### src/rtl/aurora_seq_pkg.sv
`default_nettype none
// Shared types and helpers for the Aurora sequence framer.
// Revision: 1.0
package aurora_seq_pkg;

   typedef enum logic [1:0] {
      TX_IDLE = 2'd0,
      TX_PASS = 2'd1,
      TX_SEQ  = 2'd2
   } tx_state_e;

   // The caller truncates the result back to its own counter width.
   function automatic logic [63:0] sat_inc(input logic [63:0] cnt, input int width);
      logic [63:0] max_v;
      max_v = (64'd1 << width) - 64'd1;
      return (cnt >= max_v) ? max_v : cnt + 64'd1;
   endfunction

endpackage
`default_nettype wire

### src/rtl/aurora_seq_rx_strip.sv
`default_nettype none
// RX side: one-word hold, trailing sequence-word strip, continuity check and RX statistics.
// Revision: 1.0
module aurora_seq_rx_strip
   import aurora_seq_pkg::*;
#(
   parameter int DATA_W = 32,
   parameter int SEQ_W  = 32,
   parameter int CNT_W  = 16
) (
   input  logic              clk_i,
   input  logic              rst_ni,
   input  logic              s_tvalid_i,
   input  logic [DATA_W-1:0] s_tdata_i,
   input  logic              s_tlast_i,
   input  logic              strip_en_i,
   input  logic              clear_i,
   output logic              m_tvalid_o,
   output logic [DATA_W-1:0] m_tdata_o,
   output logic              m_tlast_o,
   output logic [SEQ_W-1:0]  seq_last_o,
   output logic [CNT_W-1:0]  frame_cnt_o,
   output logic [CNT_W-1:0]  seq_err_cnt_o,
   output logic [CNT_W-1:0]  runt_cnt_o
);

   logic [DATA_W-1:0] hold_data_q, hold_data_d;
   logic              hold_vld_q, hold_vld_d;
   logic              in_frame_q, in_frame_d;
   logic              strip_q, strip_d;
   logic              first_q, first_d;
   logic [SEQ_W-1:0]  seq_last_q, seq_last_d;
   logic [CNT_W-1:0]  frame_cnt_q, frame_cnt_d;
   logic [CNT_W-1:0]  err_cnt_q, err_cnt_d;
   logic [CNT_W-1:0]  runt_cnt_q, runt_cnt_d;
   logic              out_vld_q, out_vld_d;
   logic [DATA_W-1:0] out_data_q, out_data_d;
   logic              out_last_q, out_last_d;
   logic              w_strip;
   logic [SEQ_W-1:0]  w_seq;
   logic [SEQ_W-1:0]  w_seq_exp;

   always_ff @(posedge clk_i or negedge rst_ni) begin
      if (!rst_ni) begin
         hold_data_q <= '0;
         hold_vld_q  <= 1'b0;
         in_frame_q  <= 1'b0;
         strip_q     <= 1'b0;
         first_q     <= 1'b1;
         seq_last_q  <= '0;
         frame_cnt_q <= '0;
         err_cnt_q   <= '0;
         runt_cnt_q  <= '0;
         out_vld_q   <= 1'b0;
         out_data_q  <= '0;
         out_last_q  <= 1'b0;
      end else begin
         hold_data_q <= hold_data_d;
         hold_vld_q  <= hold_vld_d;
         in_frame_q  <= in_frame_d;
         strip_q     <= strip_d;
         first_q     <= first_d;
         seq_last_q  <= seq_last_d;
         frame_cnt_q <= frame_cnt_d;
         err_cnt_q   <= err_cnt_d;
         runt_cnt_q  <= runt_cnt_d;
         out_vld_q   <= out_vld_d;
         out_data_q  <= out_data_d;
         out_last_q  <= out_last_d;
      end
   end

   // Strip mode is frozen on the first beat of a frame so a mid-frame toggle is ignored.
   assign w_strip   = in_frame_q ? strip_q : strip_en_i;
   assign w_seq     = s_tdata_i[SEQ_W-1:0];
   assign w_seq_exp = seq_last_q + SEQ_W'(1);

   always_comb begin
      hold_data_d = hold_data_q;
      hold_vld_d  = hold_vld_q;
      in_frame_d  = in_frame_q;
      strip_d     = strip_q;
      first_d     = first_q;
      seq_last_d  = seq_last_q;
      frame_cnt_d = frame_cnt_q;
      err_cnt_d   = err_cnt_q;
      runt_cnt_d  = runt_cnt_q;
      out_vld_d   = 1'b0;
      out_data_d  = out_data_q;
      out_last_d  = out_last_q;
      if (s_tvalid_i) begin
         in_frame_d = ~s_tlast_i;
         strip_d    = w_strip;
         if (!w_strip) begin
            out_vld_d  = 1'b1;
            out_data_d = s_tdata_i;
            out_last_d = s_tlast_i;
            if (s_tlast_i) begin
               frame_cnt_d = CNT_W'(sat_inc(64'(frame_cnt_q), CNT_W));
            end
         end else if (!s_tlast_i) begin
            if (hold_vld_q) begin
               out_vld_d  = 1'b1;
               out_data_d = hold_data_q;
               out_last_d = 1'b0;
            end
            hold_data_d = s_tdata_i;
            hold_vld_d  = 1'b1;
         end else if (hold_vld_q) begin
            out_vld_d  = 1'b1;
            out_data_d = hold_data_q;
            out_last_d = 1'b1;
            hold_vld_d = 1'b0;
            if (!first_q && (w_seq != w_seq_exp)) begin
               err_cnt_d = CNT_W'(sat_inc(64'(err_cnt_q), CNT_W));
            end
            first_d     = 1'b0;
            seq_last_d  = w_seq;
            frame_cnt_d = CNT_W'(sat_inc(64'(frame_cnt_q), CNT_W));
         end else begin
            // A frame holding only the sequence word carries no payload.
            runt_cnt_d = CNT_W'(sat_inc(64'(runt_cnt_q), CNT_W));
         end
      end
      if (clear_i) begin
         first_d     = 1'b1;
         seq_last_d  = '0;
         frame_cnt_d = '0;
         err_cnt_d   = '0;
         runt_cnt_d  = '0;
      end
   end

   assign m_tvalid_o    = out_vld_q;
   assign m_tdata_o     = out_data_q;
   assign m_tlast_o     = out_last_q;
   assign seq_last_o    = seq_last_q;
   assign frame_cnt_o   = frame_cnt_q;
   assign seq_err_cnt_o = err_cnt_q;
   assign runt_cnt_o    = runt_cnt_q;

endmodule
`default_nettype wire

### src/rtl/aurora_seq_framer.sv
`default_nettype none
// Sequence-number framer around the Aurora user interface: TX trailer append FSM plus RX strip/check.
// Revision: 1.0
module aurora_seq_framer
   import aurora_seq_pkg::*;
#(
   parameter int DATA_W = 32,
   parameter int SEQ_W  = 32,
   parameter int CNT_W  = 16
) (
   input  logic              m_axis_aclk,
   input  logic              m_axis_aresetn,
   input  logic              s_axis_tx_tvalid,
   input  logic [DATA_W-1:0] s_axis_tx_tdata,
   input  logic              s_axis_tx_tlast,
   output logic              s_axis_tx_tready,
   output logic              m_axis_tx_tvalid,
   output logic [DATA_W-1:0] m_axis_tx_tdata,
   output logic              m_axis_tx_tlast,
   input  logic              m_axis_tx_tready,
   input  logic              s_axis_rx_tvalid,
   input  logic [DATA_W-1:0] s_axis_rx_tdata,
   input  logic              s_axis_rx_tlast,
   output logic              m_axis_rx_tvalid,
   output logic [DATA_W-1:0] m_axis_rx_tdata,
   output logic              m_axis_rx_tlast,
   input  logic              ctrl_append_seq_en,
   input  logic              ctrl_strip_seq_en,
   input  logic              ctrl_clear,
   output logic [SEQ_W-1:0]  tx_seq,
   output logic [SEQ_W-1:0]  rx_seq_last,
   output logic [CNT_W-1:0]  rx_frame_cnt,
   output logic [CNT_W-1:0]  tx_frame_cnt,
   output logic [CNT_W-1:0]  rx_seq_err_cnt,
   output logic [CNT_W-1:0]  rx_runt_cnt
);

   tx_state_e        state_q, state_d;
   logic             mode_q, mode_d;
   logic [SEQ_W-1:0] tx_seq_q, tx_seq_d;
   logic [CNT_W-1:0] tx_cnt_q, tx_cnt_d;

   always_ff @(posedge m_axis_aclk or negedge m_axis_aresetn) begin
      if (!m_axis_aresetn) begin
         state_q  <= TX_IDLE;
         mode_q   <= 1'b0;
         tx_seq_q <= '0;
         tx_cnt_q <= '0;
      end else begin
         state_q  <= state_d;
         mode_q   <= mode_d;
         tx_seq_q <= tx_seq_d;
         tx_cnt_q <= tx_cnt_d;
      end
   end

   always_comb begin
      state_d  = state_q;
      mode_d   = mode_q;
      tx_seq_d = tx_seq_q;
      tx_cnt_d = tx_cnt_q;
      case (state_q)
         TX_IDLE: begin
            if (s_axis_tx_tvalid && m_axis_tx_tready) begin
               mode_d = ctrl_append_seq_en;
               if (!s_axis_tx_tlast) begin
                  state_d = TX_PASS;
               end else if (ctrl_append_seq_en) begin
                  state_d = TX_SEQ;
               end else begin
                  tx_cnt_d = CNT_W'(sat_inc(64'(tx_cnt_q), CNT_W));
               end
            end
         end
         TX_PASS: begin
            if (s_axis_tx_tvalid && m_axis_tx_tready && s_axis_tx_tlast) begin
               if (mode_q) begin
                  state_d = TX_SEQ;
               end else begin
                  tx_cnt_d = CNT_W'(sat_inc(64'(tx_cnt_q), CNT_W));
                  state_d  = TX_IDLE;
               end
            end
         end
         TX_SEQ: begin
            if (m_axis_tx_tready) begin
               tx_seq_d = tx_seq_q + SEQ_W'(1);
               tx_cnt_d = CNT_W'(sat_inc(64'(tx_cnt_q), CNT_W));
               state_d  = TX_IDLE;
            end
         end
         default: state_d = TX_IDLE;
      endcase
      if (ctrl_clear) begin
         tx_seq_d = '0;
         tx_cnt_d = '0;
      end
   end

   // Passthrough is combinational, so the reset gate keeps the TX outputs low while reset is held.
   always_comb begin
      s_axis_tx_tready = 1'b0;
      m_axis_tx_tvalid = 1'b0;
      m_axis_tx_tdata  = '0;
      m_axis_tx_tlast  = 1'b0;
      if (m_axis_aresetn) begin
         case (state_q)
            TX_IDLE: begin
               s_axis_tx_tready = m_axis_tx_tready;
               m_axis_tx_tvalid = s_axis_tx_tvalid;
               m_axis_tx_tdata  = s_axis_tx_tdata;
               m_axis_tx_tlast  = s_axis_tx_tlast & ~ctrl_append_seq_en;
            end
            TX_PASS: begin
               s_axis_tx_tready = m_axis_tx_tready;
               m_axis_tx_tvalid = s_axis_tx_tvalid;
               m_axis_tx_tdata  = s_axis_tx_tdata;
               m_axis_tx_tlast  = s_axis_tx_tlast & ~mode_q;
            end
            TX_SEQ: begin
               m_axis_tx_tvalid = 1'b1;
               m_axis_tx_tdata  = DATA_W'(tx_seq_q);
               m_axis_tx_tlast  = 1'b1;
            end
            default: ;
         endcase
      end
   end

   assign tx_seq       = tx_seq_q;
   assign tx_frame_cnt = tx_cnt_q;

   aurora_seq_rx_strip #(
      .DATA_W (DATA_W),
      .SEQ_W  (SEQ_W),
      .CNT_W  (CNT_W)
   ) u_rx_strip (
      .clk_i         (m_axis_aclk),
      .rst_ni        (m_axis_aresetn),
      .s_tvalid_i    (s_axis_rx_tvalid),
      .s_tdata_i     (s_axis_rx_tdata),
      .s_tlast_i     (s_axis_rx_tlast),
      .strip_en_i    (ctrl_strip_seq_en),
      .clear_i       (ctrl_clear),
      .m_tvalid_o    (m_axis_rx_tvalid),
      .m_tdata_o     (m_axis_rx_tdata),
      .m_tlast_o     (m_axis_rx_tlast),
      .seq_last_o    (rx_seq_last),
      .frame_cnt_o   (rx_frame_cnt),
      .seq_err_cnt_o (rx_seq_err_cnt),
      .runt_cnt_o    (rx_runt_cnt)
   );

endmodule
`default_nettype wire

### config.mk
export PLATFORM = sky130hd
export DESIGN_NAME = aurora_seq_framer
export DESIGN_NICKNAME = d
export VERILOG_FILES = /design/src/rtl/aurora_seq_pkg.sv /design/src/rtl/aurora_seq_rx_strip.sv /design/src/rtl/aurora_seq_framer.sv
export SDC_FILE = /design/constraint.sdc
export NUM_CORES = 1
export LEC_CHECK = 0
export CORE_UTILIZATION = 45
export DETAILED_ROUTE_END_ITERATION = 6
export HOLD_SLACK_MARGIN = 0.03
export PLACE_DENSITY = 0.89
export SLEW_MARGIN = 40
export SYNTH_ARGS = -nofsm -noshare
export SYNTH_HDL_FRONTEND = slang
export SYNTH_HIERARCHICAL = 1
export SYNTH_SLANG_ARGS = --single-unit
### constraint.sdc
create_clock -name m_axis_aclk -period 3 [get_ports m_axis_aclk]
set_input_delay 0.6 -clock m_axis_aclk [delete_from_list [all_inputs] [get_ports m_axis_aclk]]
set_output_delay 0.6 -clock m_axis_aclk [all_outputs]
set_load 0.01 [all_outputs]
==> flow_metrics.py <==
metrics = {
    "status": {
        "status": "finished, violations left",
        "violations": "setup timing",
    },
    "setup_path": {
        "path_delay_family": "simple AND/OR/NAND/NOR gates",
        "path_depth": 10,
        "crit_fanout": 7,
        "cp-startpoint": "u_rx_strip/seq_last_o[0]$_DFFE_PN0P_",
        "required_ps": 3400,
        "reg2reg_to": "u_rx_strip/seq_err_cnt_o[14]$_DFFE_PN0P_",
        "critPathLaunchType": "register",
        "crit_chain": "buf_6 -> nand4_4 -> or4_4 -> nor4_4 -> nand3_1 -> a221o_1 -> or4_4 -> o31a_4 -> and2_4 -> a311oi_2",
        "cp_data_arrival_time_ps": 3600,
        "endpoint": "u_rx_strip/seq_err_cnt_o[14]$_DFFE_PN0P_",
        "r2r-start": "u_rx_strip/seq_last_o[0]$_DFFE_PN0P_",
        "slowest_stage": "or4_4",
        "reg2regPathDepth": 10,
        "crit_buf_inv": 1,
        "r2r_slack_ps": -200,
        "end_kind": "register",
        "crit_top_cell": "or4_4",
        "worstSetupPathType": "reg -> reg",
        "max_stage_delay_ps": 610,
    },
    "synth": {
        "synth_common_cells": "200 x dfrtp_1, 150 x nand2_1, 92 x nor2_1, 62 x a21oi_1, 56 x o21ai_0",
        "syn-instance-count": 1153,
        "syn_area_per_cell_um2": 9.458,
        "synth_seq_cells": 201,
        "synth_top_area_share_pct": 45.89,
        "yosysTopAreaCell": "dfrtp_1",
        "yosys.cell_count.top_type": "dfrtp_1",
        "synth.distinct_cells": 73,
        "ys.flop_type": "dfrtp_1",
        "synthArstFlopShare_pct": 100.0,
        "yosys_warnings": 6,
        "synth_edf_count": 0,
        "synthTopCellsByArea": "dfrtp_1 46%, nand2_1 5.2%, mux2i_1 3.7%, mux2_2 3.6%, xnor2_1 3.2%",
        "syn_nets": 1233,
        "syn_area_um2": 10910,
        "seq_area_frac_synth_pct": 46.13,
    },
    "timing": {
        "slew_violations": 0,
        "hold_viol": 0,
        "holdWs_ps": 268.4,
        "period_share_pct": 106.6,
        "skew_ps": 12.72,
        "rsz0062_at_grt": "true",
        "tightest_slew_ps": 789.6,
        "period_needed_ps": 3199,
        "relSlewSlack_pct": 47.36,
        "setup_ws_ps": -199.2,
        "fmax_ghz": 0.3126,
        "setup_viol": 16,
    },
    "place": {
        "place_area_um2": 14560,
        "place_congestion": 0.9347,
        "dpl_worst_slack_ps": -700.7,
        "dp_hpwl_um": 23580,
        "portBuffers": 270,
    },
    "global_routing": {
        "grt_pass1_vias": 10549,
        "grt_overflow_total": 0,
        "grt_pass1_wl_um": 54860,
        "grt_usage_pct": 27.38,
        "grt_max_degree": 77,
        "antenna_found_initial": 1,
    },
    "detailed_routing": {
        "wirelength_met1_um": 14030,
        "routed-wl-met2_um": 17150,
        "drc_errors": 0,
        "drt_iter0_drc": 822,
        "ant_nets": 0,
        "viasPerCell": 5.932,
        "top_layer": "met4",
        "wl_per_cell_um": 18.99,
        "met3_length_um": 2500,
        "dr.pass1.iters": 5,
        "totalWireLength_um": 34710,
        "vias": 10844,
    },
    "floorplanning": {
        "design.core.area_um2": 23610,
        "die-width_um": 157.7,
        "fp.dieH_um": 157.7,
        "rows": 56,
        "start_util_pct": 46.18,
        "die_area_um2": 24860,
        "pin_count": 271,
    },
    "clock_tree": {
        "cts_sinks": 201,
        "clk_path_buf_depth": 3,
        "path_clk_slew_ps": 60,
        "cts_tree": "yes",
        "cts-root-buf": "clkbuf_16",
        "cts_buffers": 23,
        "clock_latency_ps": 500,
        "htreeDepth": 1,
    },
    "power": {
        "total_power_mw": 7.423,
        "p_leak_nw": 6.371,
        "power_density_nw_per_um2": 477.3,
        "peakVddDrop_uv": 407.1,
    },
    "cells_and_area": {
        "syn_to_final_growth_pct": 42.61,
        "diodes": 0,
        "post-route-cell-area_um2": 15550,
        "drive_above_1_share_pct": 15.64,
        "num-fill-cells": 1792,
        "nNetsFinal": 1576,
        "fin_util_pct": 65.86,
    },
    "run": {
        "drv_cap": 0,
    },
    "worst_hold_path": {
        "hp-class": "in -> async",
    },
}
-- area by class of cell --
cell class,count,area [µm²],area share [%]
Inverter,22,82.58,0.5310
Clock inverter,3,17.52,0.1126
Multi-Input combinational cell,867,5744,36.93
Sequential cell,201,5036,32.38
Tap cell,319,399.1,2.566
Clock buffer,35,680.7,4.377
Timing Repair Buffer,381,3592,23.10
-- placed cells by master (no fill, tap or decap), types with 4 or more instances in the layout --
| cell | count |
|---|---|
| mux2_2 | 35 |
| buf_6 | 4 |
| ha_1 | 5 |
| o211ai_1 | 6 |
| nand2b_1 | 9 |
| or3_1 | 8 |
| xor2_1 | 29 |
| and3_1 | 25 |
| nand4_1 | 21 |
| o21a_1 | 4 |
| nor4_1 | 21 |
| nor3_1 | 26 |
| a41oi_1 | 6 |
| and4_1 | 12 |
| a311oi_1 | 11 |
| o21ai_0 | 53 |
| xnor2_1 | 40 |
| nand2_1 | 149 |
| a21o_1 | 4 |
| a31oi_1 | 12 |
| clkdlybuf4s50_1 | 268 |
| clkbuf_16 | 23 |
| buf_4 | 104 |
| clkbuf_1 | 6 |
| a41o_1 | 4 |
| nor2_1 | 88 |
| clkbuf_8 | 7 |
| inv_1 | 22 |
| dfrtp_1 | 196 |
| a22o_1 | 33 |
| a21oi_1 | 60 |
| a211oi_1 | 18 |
| a211oi_2 | 6 |
| dfrtp_2 | 4 |
| nand3_1 | 49 |
| mux2i_1 | 39 |
| and2_1 | 11 |
-- registers in the layout, summed over array words and instances, names as in the netlist --
name	flops
u_rx_strip/seq_last_o	32
mode_q	1
u_rx_strip/m_tlast_o	1
u_rx_strip/first_q	1
u_rx_strip/strip_q	1
u_rx_strip/m_tdata_o	32
u_rx_strip/hold_data_q	32
u_rx_strip/seq_err_cnt_o	16
tx_frame_cnt	16
u_rx_strip/m_tvalid_o	1
tx_seq	32
u_rx_strip/in_frame_q	1
u_rx_strip/frame_cnt_o	16
u_rx_strip/hold_vld_q	1
state_q	2
u_rx_strip/runt_cnt_o	16
-- power by group --
group | leakage, nW | switching, mW | internal, mW
Combinational | 3.37 | 0.748 | 0.829
Sequential | 2.66 | 0.200 | 3.02
Clock | 0.342 | 1.08 | 1.55
-- per-layer routing --
metal | global-route usage, % | vias to the layer above
li1 | - | 4883
met1 | 35.84 | 5345
met2 | 46.13 | 516
met3 | 4.216 | 100
met4 | 9.200 | 0
met5 | 0 | -
-- worst min-delay path by stage --
| stage | start | endpoint | slack, ps | depth (start not counted) |
|---|---|---|---|---|
| 3_3_place_gp | m_axis_aresetn | u_rx_strip/m_tdata_o[6]$_DFFE_PN0P_ | 450 | 1 |
| 5_1_grt | ctrl_clear | tx_seq[4]$_DFFE_PN0P_ | 290 | 2 |
| 4_1_cts | m_axis_aresetn | u_rx_strip/hold_data_q[4]$_DFFE_PN0P_ | 280 | 2 |
| 2_1_floorplan | m_axis_aresetn | mode_q$_DFFE_PN0P_ | 300 | 0 |
| 6_report | m_axis_aresetn | tx_frame_cnt[10]$_DFFE_PN0P_ | 270 | 2 |
| 3_5_place_dp | m_axis_aresetn | tx_seq[20]$_DFFE_PN0P_ | 460 | 1 |
-- timing repair --
| action | 4_1_cts | 5_1_grt |
|---|---|---|
| gates cloned | 2 | 0 |
| buffers inserted | 11 | 3 |
| setup endpoints to repair | 48 | 47 |
| gates resized for setup | 22 | 14 |
| endpoints found under the hold margin | 11 | 0 |
| hold buffers | 1 | 0 |
| pin swaps | 3 | 5 |
-- kinds of logic (layout without fill, tap and decap cells) --
group / Yosys count / in the layout / synth area share [%]
buffers and inverters: 87 / 441 / 3.373
AND/OR/NAND/NOR: 465 / 465 / 21.58
flip-flops: 201 / 201 / 46.13
XOR/XNOR: 69 / 69 / 5.542
adder cells (fa/ha/maj): 6 / 6 / 0.6884
AO/OA/AOI/OAI: 250 / 252 / 15.40
multiplexers: 75 / 75 / 7.285
-- per-stage QoR --
step	instances	setup TNS (ps)
after global routing	1828	-3594
after global placement	1773	-9289
after detailed placement	1773	-9791
after CTS	1825	-1769
after floorplan	1153	-1513
final	1828	-2627
No activity file was read; power rests on OpenSTA's default activity.
